--- src/rtl/cpu_run_ctrl.sv ---
// cpu_run_ctrl
// Run/step sequencer for the MIPS core. Produces a one-cycle clock-enable
// (cpu_ce) either at a fixed divided rate (free-run) or once per debounced
// button press (single-step). It also honours halt requests from the core.
//
// Ports:
//   clk        board clock, rising edge
//   SYS_reset  asynchronous, active-low reset
//   mode_run   1 = free-run, 0 = single-step (synchronous level)
//   step_btn   raw push-button, asynchronous, active-high
//   halt_req   core asks to stop; only looked at while cpu_ce = 1
//   resume     synchronous pulse that leaves HALTED
//   cpu_ce     registered step enable, core commits when high
//   CLK_led    toggles on every cpu_ce pulse
//   state      00 HOLD, 01 RUN, 10 STEP, 11 HALTED
//   step_count number of cpu_ce pulses since reset (wraps)
module cpu_run_ctrl #(
  parameter int unsigned DIVISOR  = 1,
  parameter int unsigned DEBOUNCE = 4
) (
  input  logic        clk,
  input  logic        SYS_reset,
  input  logic        mode_run,
  input  logic        step_btn,
  input  logic        halt_req,
  input  logic        resume,
  output logic        cpu_ce,
  output logic        CLK_led,
  output logic [1:0]  state,
  output logic [31:0] step_count
);

  localparam int DIV_W = (DIVISOR > 1) ? $clog2(DIVISOR) : 1;
  localparam int DEB_W = (DEBOUNCE > 1) ? $clog2(DEBOUNCE) : 1;
  localparam logic [DIV_W-1:0] DIV_LAST = DIV_W'(DIVISOR - 1);
  localparam logic [DEB_W-1:0] DEB_LAST = DEB_W'(DEBOUNCE - 1);

  typedef enum logic [1:0] {
    HOLD   = 2'b00,
    RUN    = 2'b01,
    STEP   = 2'b10,
    HALTED = 2'b11
  } state_t;

  state_t             state_reg, state_next;
  logic               hold_done_reg;
  logic [DIV_W-1:0]   div_reg, div_next;
  logic               cpu_ce_reg, cpu_ce_next;
  logic               led_reg;
  logic [31:0]        count_reg;
  logic [1:0]         sync_reg;
  logic [DEB_W-1:0]   deb_cnt_reg;
  logic               acc_reg;
  logic               acc_d_reg;

  logic halt_hit;
  logic tick;
  logic press;

  // Halt is only honoured in a cycle where the core actually commits.
  assign halt_hit = cpu_ce_reg & halt_req;
  assign tick     = (div_reg == DIV_LAST);
  // One-cycle strobe on an accepted 0->1 button transition.
  assign press    = acc_reg & ~acc_d_reg;

  // State register
  always_ff @(posedge clk or negedge SYS_reset) begin
    if (!SYS_reset) begin
      state_reg <= HOLD;
    end else begin
      state_reg <= state_next;
    end
  end

  // Next-state logic: halt beats mode change, mode change beats tick/step.
  always_comb begin
    state_next = state_reg;
    case (state_reg)
      HOLD: begin
        if (hold_done_reg) state_next = mode_run ? RUN : STEP;
      end
      RUN: begin
        if (halt_hit)       state_next = HALTED;
        else if (!mode_run) state_next = STEP;
      end
      STEP: begin
        if (halt_hit)      state_next = HALTED;
        else if (mode_run) state_next = RUN;
      end
      HALTED: begin
        if (resume) state_next = mode_run ? RUN : STEP;
      end
      default: state_next = HOLD;
    endcase
  end

  // Output logic: next cpu_ce and divider value. The divider sits at 0
  // outside RUN, so any entry into RUN starts a full DIVISOR period.
  always_comb begin
    cpu_ce_next = 1'b0;
    div_next    = '0;
    case (state_reg)
      RUN: begin
        if (!halt_hit && mode_run) begin
          if (tick) cpu_ce_next = 1'b1;
          else      div_next    = div_reg + DIV_W'(1);
        end
      end
      STEP: begin
        // Presses seen in any other state are simply dropped.
        if (!halt_hit && !mode_run && press) cpu_ce_next = 1'b1;
      end
      default: begin
        cpu_ce_next = 1'b0;
      end
    endcase
  end

  // Datapath registers
  always_ff @(posedge clk or negedge SYS_reset) begin
    if (!SYS_reset) begin
      hold_done_reg <= 1'b0;
      div_reg       <= '0;
      cpu_ce_reg    <= 1'b0;
      led_reg       <= 1'b0;
      count_reg     <= '0;
    end else begin
      // HOLD is only entered from reset, so this flag marks the second
      // post-reset edge as the one that leaves HOLD.
      hold_done_reg <= 1'b1;
      div_reg       <= div_next;
      cpu_ce_reg    <= cpu_ce_next;
      if (cpu_ce_next) begin
        led_reg   <= ~led_reg;
        count_reg <= count_reg + 32'd1;
      end
    end
  end

  // Button synchronizer and debouncer, active in every state so the
  // accepted level never goes stale.
  always_ff @(posedge clk or negedge SYS_reset) begin
    if (!SYS_reset) begin
      sync_reg    <= 2'b00;
      deb_cnt_reg <= '0;
      acc_reg     <= 1'b0;
      acc_d_reg   <= 1'b0;
    end else begin
      sync_reg  <= {sync_reg[0], step_btn};
      acc_d_reg <= acc_reg;
      if (sync_reg[1] != acc_reg) begin
        if (deb_cnt_reg == DEB_LAST) begin
          acc_reg     <= sync_reg[1];
          deb_cnt_reg <= '0;
        end else begin
          deb_cnt_reg <= deb_cnt_reg + DEB_W'(1);
        end
      end else begin
        deb_cnt_reg <= '0;
      end
    end
  end

  assign cpu_ce     = cpu_ce_reg;
  assign CLK_led    = led_reg;
  assign state      = state_reg;
  assign step_count = count_reg;

endmodule
--- config.mk ---
export PLATFORM = sky130hd
export DESIGN_NAME = cpu_run_ctrl
export DESIGN_NICKNAME = d
export VERILOG_FILES = /design/src/rtl/cpu_run_ctrl.sv
export SDC_FILE = /design/constraint.sdc
export NUM_CORES = 1
export LEC_CHECK = 0
export CAP_MARGIN = 20
export CORE_UTILIZATION = 56
export DETAILED_ROUTE_END_ITERATION = 7
export DONT_BUFFER_PORTS = 1
export HOLD_SLACK_MARGIN = 0.05
export PLACE_DENSITY_LB_ADDON = 0.08
export RECOVER_POWER = 50
export SLEW_MARGIN = 20
export SYNTH_ARGS = -nofsm -noshare
export SYNTH_HDL_FRONTEND = slang
export SYNTH_SLANG_ARGS = --single-unit
export TNS_END_PERCENT = 20
--- constraint.sdc ---
create_clock -name clk -period 1.9 [get_ports clk]
set_input_delay 0.38 -clock clk [delete_from_list [all_inputs] [get_ports clk]]
set_output_delay 0.38 -clock clk [all_outputs]
set_load 0.02 [all_outputs]
==> flow_summary.yaml <==
timing:
  finalHoldViolations: 0
  whs_ns: 0.1075
  period_minus_slack_ns: 1.855
  max_freq_mhz: 539.0
  fin_ws_ns: 0.04472
  setup_viol: 0
  drv_slew: 0
  rsz0062_at_grt: "yes"
  clock_skew_ns: 0.008741
  max_slew_margin_pct: 28.92
  tightestPinTransition_ns: 1.066
  tns_ns: 0
  min_period_over_period_pct: 97.65
run_status:
  status: "finished clean"
place:
  gp_congestion: 0.8661
  hpwl_mm: 3.174
  pre_cts_ws_ns: -0.05191
  placed_cells: 254
  port-buffer-count: 0
  dpl_cell_area_um2: 2444
logic_synthesis:
  synth_nets: 190
  synth_warnings: 0
  netlist_instances: 178
  syn_area_um2: 2148
  synth_edf_count: 0
  ys_types: 37
  avgSynthCellArea_um2: 12.07
  synth_ff_type: "dfrtp_1"
  ys_seq_area_share_pct: 50.09
  synthArstFlopShare_pct: 100.0
  ys_ff_latch: 43
critical_path:
  start_kind: "register"
  critical-path-top-delay-family: "simple AND/OR/NAND/NOR gates"
  cpPeakStageDelay_ns: 0.40
  path_max_fanout: 10
  cp_cell_sequence: "buf_4 -> ha_4 -> nand4bb_4 -> a211o_1 -> buf_12 -> nor4_4 -> xor2_1"
  worstPathArrival_ns: 2.08
  crit_required_ns: 2.12
  critPathSlowestCell: "dfrtp_2"
  cp.buffers_inverters: 2
  crit_type: "register to register"
  endpoint_kind: "register"
floorplan:
  dieArea_um2: 4088
  dieWidth_um: 63.94
  floorplan.rows: 22
  die_height_um: 63.94
  start_util_pct: 58.68
  pin_count: 42
  core_area_um2: 3661
detailed_routing:
  dr.pass1.iters: 4
  ant_nets: 0
  drc: 0
  wl_mm: 4.378
  drt_iter0_markers: 85
  vias: 1516
  viasPerCell: 5.699
  wl_per_cell_um: 16.46
power:
  peakVddDrop_v: 0.0007773
  powerDensity_nw_per_um2: 1047
  total_leakage_power_nw: 1.299
  finalPower_mw: 2.746
hold_path:
  hp-class: "input port to register"
clocking:
  clk_pin_slew_worst_paths_ns: 0.08
  insertion_delay_ns: 0.29
  clockBufferDepth: 2
  htreeDepth: 2
  cts_root_buffer: "clkbuf_8"
  cts_tree: "yes"
  numCtsBuffers: 5
  cts_sinks: 43
finish:
  final_nets: 229
  syn2layout_area_growth_pct: 22.07
  final_cells: 266
  final_layout_size_suffix_gt1_share_pct: 31.19
  largest_reg_flops: 32
  fin_util_pct: 71.63
  antenna_cells: 0
  fillers: 257
  final_area_um2: 2623
global_route:
  grt_usage_pct: 24.48
  grt_pass1_vias: 1579
  grt_pass1_wl_mm: 7.527
  gr-total-overflow: 0
  antenna_found_initial: 0
  grt_max_degree: 44
job:
  cap_violations: 0
==> per-layer routing <==
layer / GRT usage, % / routed length [um] / vias to the layer above
met4: 9.943 / 81 / 0
met3: 6.786 / 184 / 9
li1: - / - / 715
met1: 33.41 / 2056 / 756
met5: 0 / 0 / -
met2: 36.70 / 2056 / 36
==> layout by cell type (no fill, tap or decap), types with 2 or more instances in the layout <==
cell,synthesis,routed
a31oi_1,2,2
nor3_2,1,2
and4_1,5,5
nor4_1,2,2
nor2_1,6,6
xnor2_1,18,18
nand2_1,12,11
nor3_1,6,5
inv_1,4,2
dfrtp_2,0,2
ha_4,0,2
buf_4,0,32
nor4_4,2,2
dfrtp_1,43,41
nor2b_1,2,2
ha_1,6,3
xor2_1,15,15
clkbuf_8,0,7
nor4b_4,1,3
and3_1,5,5
nand4_1,11,11
mux2_2,3,3
nand3_1,13,12
inv_2,1,2
==> where the power goes <==
part | internal [mW] | total [mW] | switching, mW
clock | 0.330 | 0.631 | 0.300
combinational | 0.468 | 0.943 | 0.475
sequential | 1.04 | 1.17 | 0.129
==> area by class of cell <==
class / instances / area [um^2] / area share (%)
clock inverter: 1 / 7.507 / 0.2863
multi-input combinational: 127 / 1084 / 41.32
inverter: 5 / 21.27 / 0.8111
sequential: 43 / 1079 / 41.13
tap: 48 / 60.06 / 2.290
timing repair buffer: 35 / 275.3 / 10.50
clock buffer: 7 / 96.34 / 3.674
==> cells by family after synthesis <==
family	synth area share, %
other	0.1746
AO/OA/AOI/OAI	4.310
XOR/XNOR	13.45
adder cells (fa/ha/maj)	3.494
buffers and inverters	2.154
AND/OR/NAND/NOR	23.76
multiplexers	2.562
flip-flops	50.09
==> path summary, 6_finish.rpt <==
check	from	to	slack, ns	cells after the start
setup reg to reg	state[1]	step_count[21]	0.04	7
hold reg to reg	sync_reg[0]	sync_reg[1]	0.37	0
max in group asynchronous	SYS_reset	state[0]	0.35	2
hold / removal	step_btn	sync_reg[0]	0.11	0
min in group asynchronous	SYS_reset	step_count[5]	0.83	2
setup / recovery	state[1]	step_count[21]	0.04	7
==> synthesized netlist by cell type (all sizes together) (2+ instances only) <==
master | count | share of area [%]
nor3 | 7 | 1.9
nor2b | 2 | 0.58
ha | 6 | 3.5
buf | 3 | 1.3
nand4 | 12 | 3.8
dfrtp | 43 | 50
mux2 | 4 | 2.1
xnor2 | 18 | 7.3
and4 | 5 | 2.0
nor4b | 4 | 3.2
inv | 5 | 0.87
a31oi | 2 | 0.58
nor4 | 4 | 2.6
nand2 | 12 | 2.1
xor2 | 15 | 6.1
nor2 | 6 | 1.0
nand3 | 13 | 3.0
and3 | 5 | 1.5
==> timing repair <==
item,4_1_cts,5_1_grt
endpoints found under the setup margin,5,17
endpoints found under the hold margin,43,0
buffers inserted,0,2
hold buffers,2,0
gates cloned,0,0
pin swaps,1,5
gates resized for setup,2,6
Note: power is estimated with default switching activity, not from simulation.
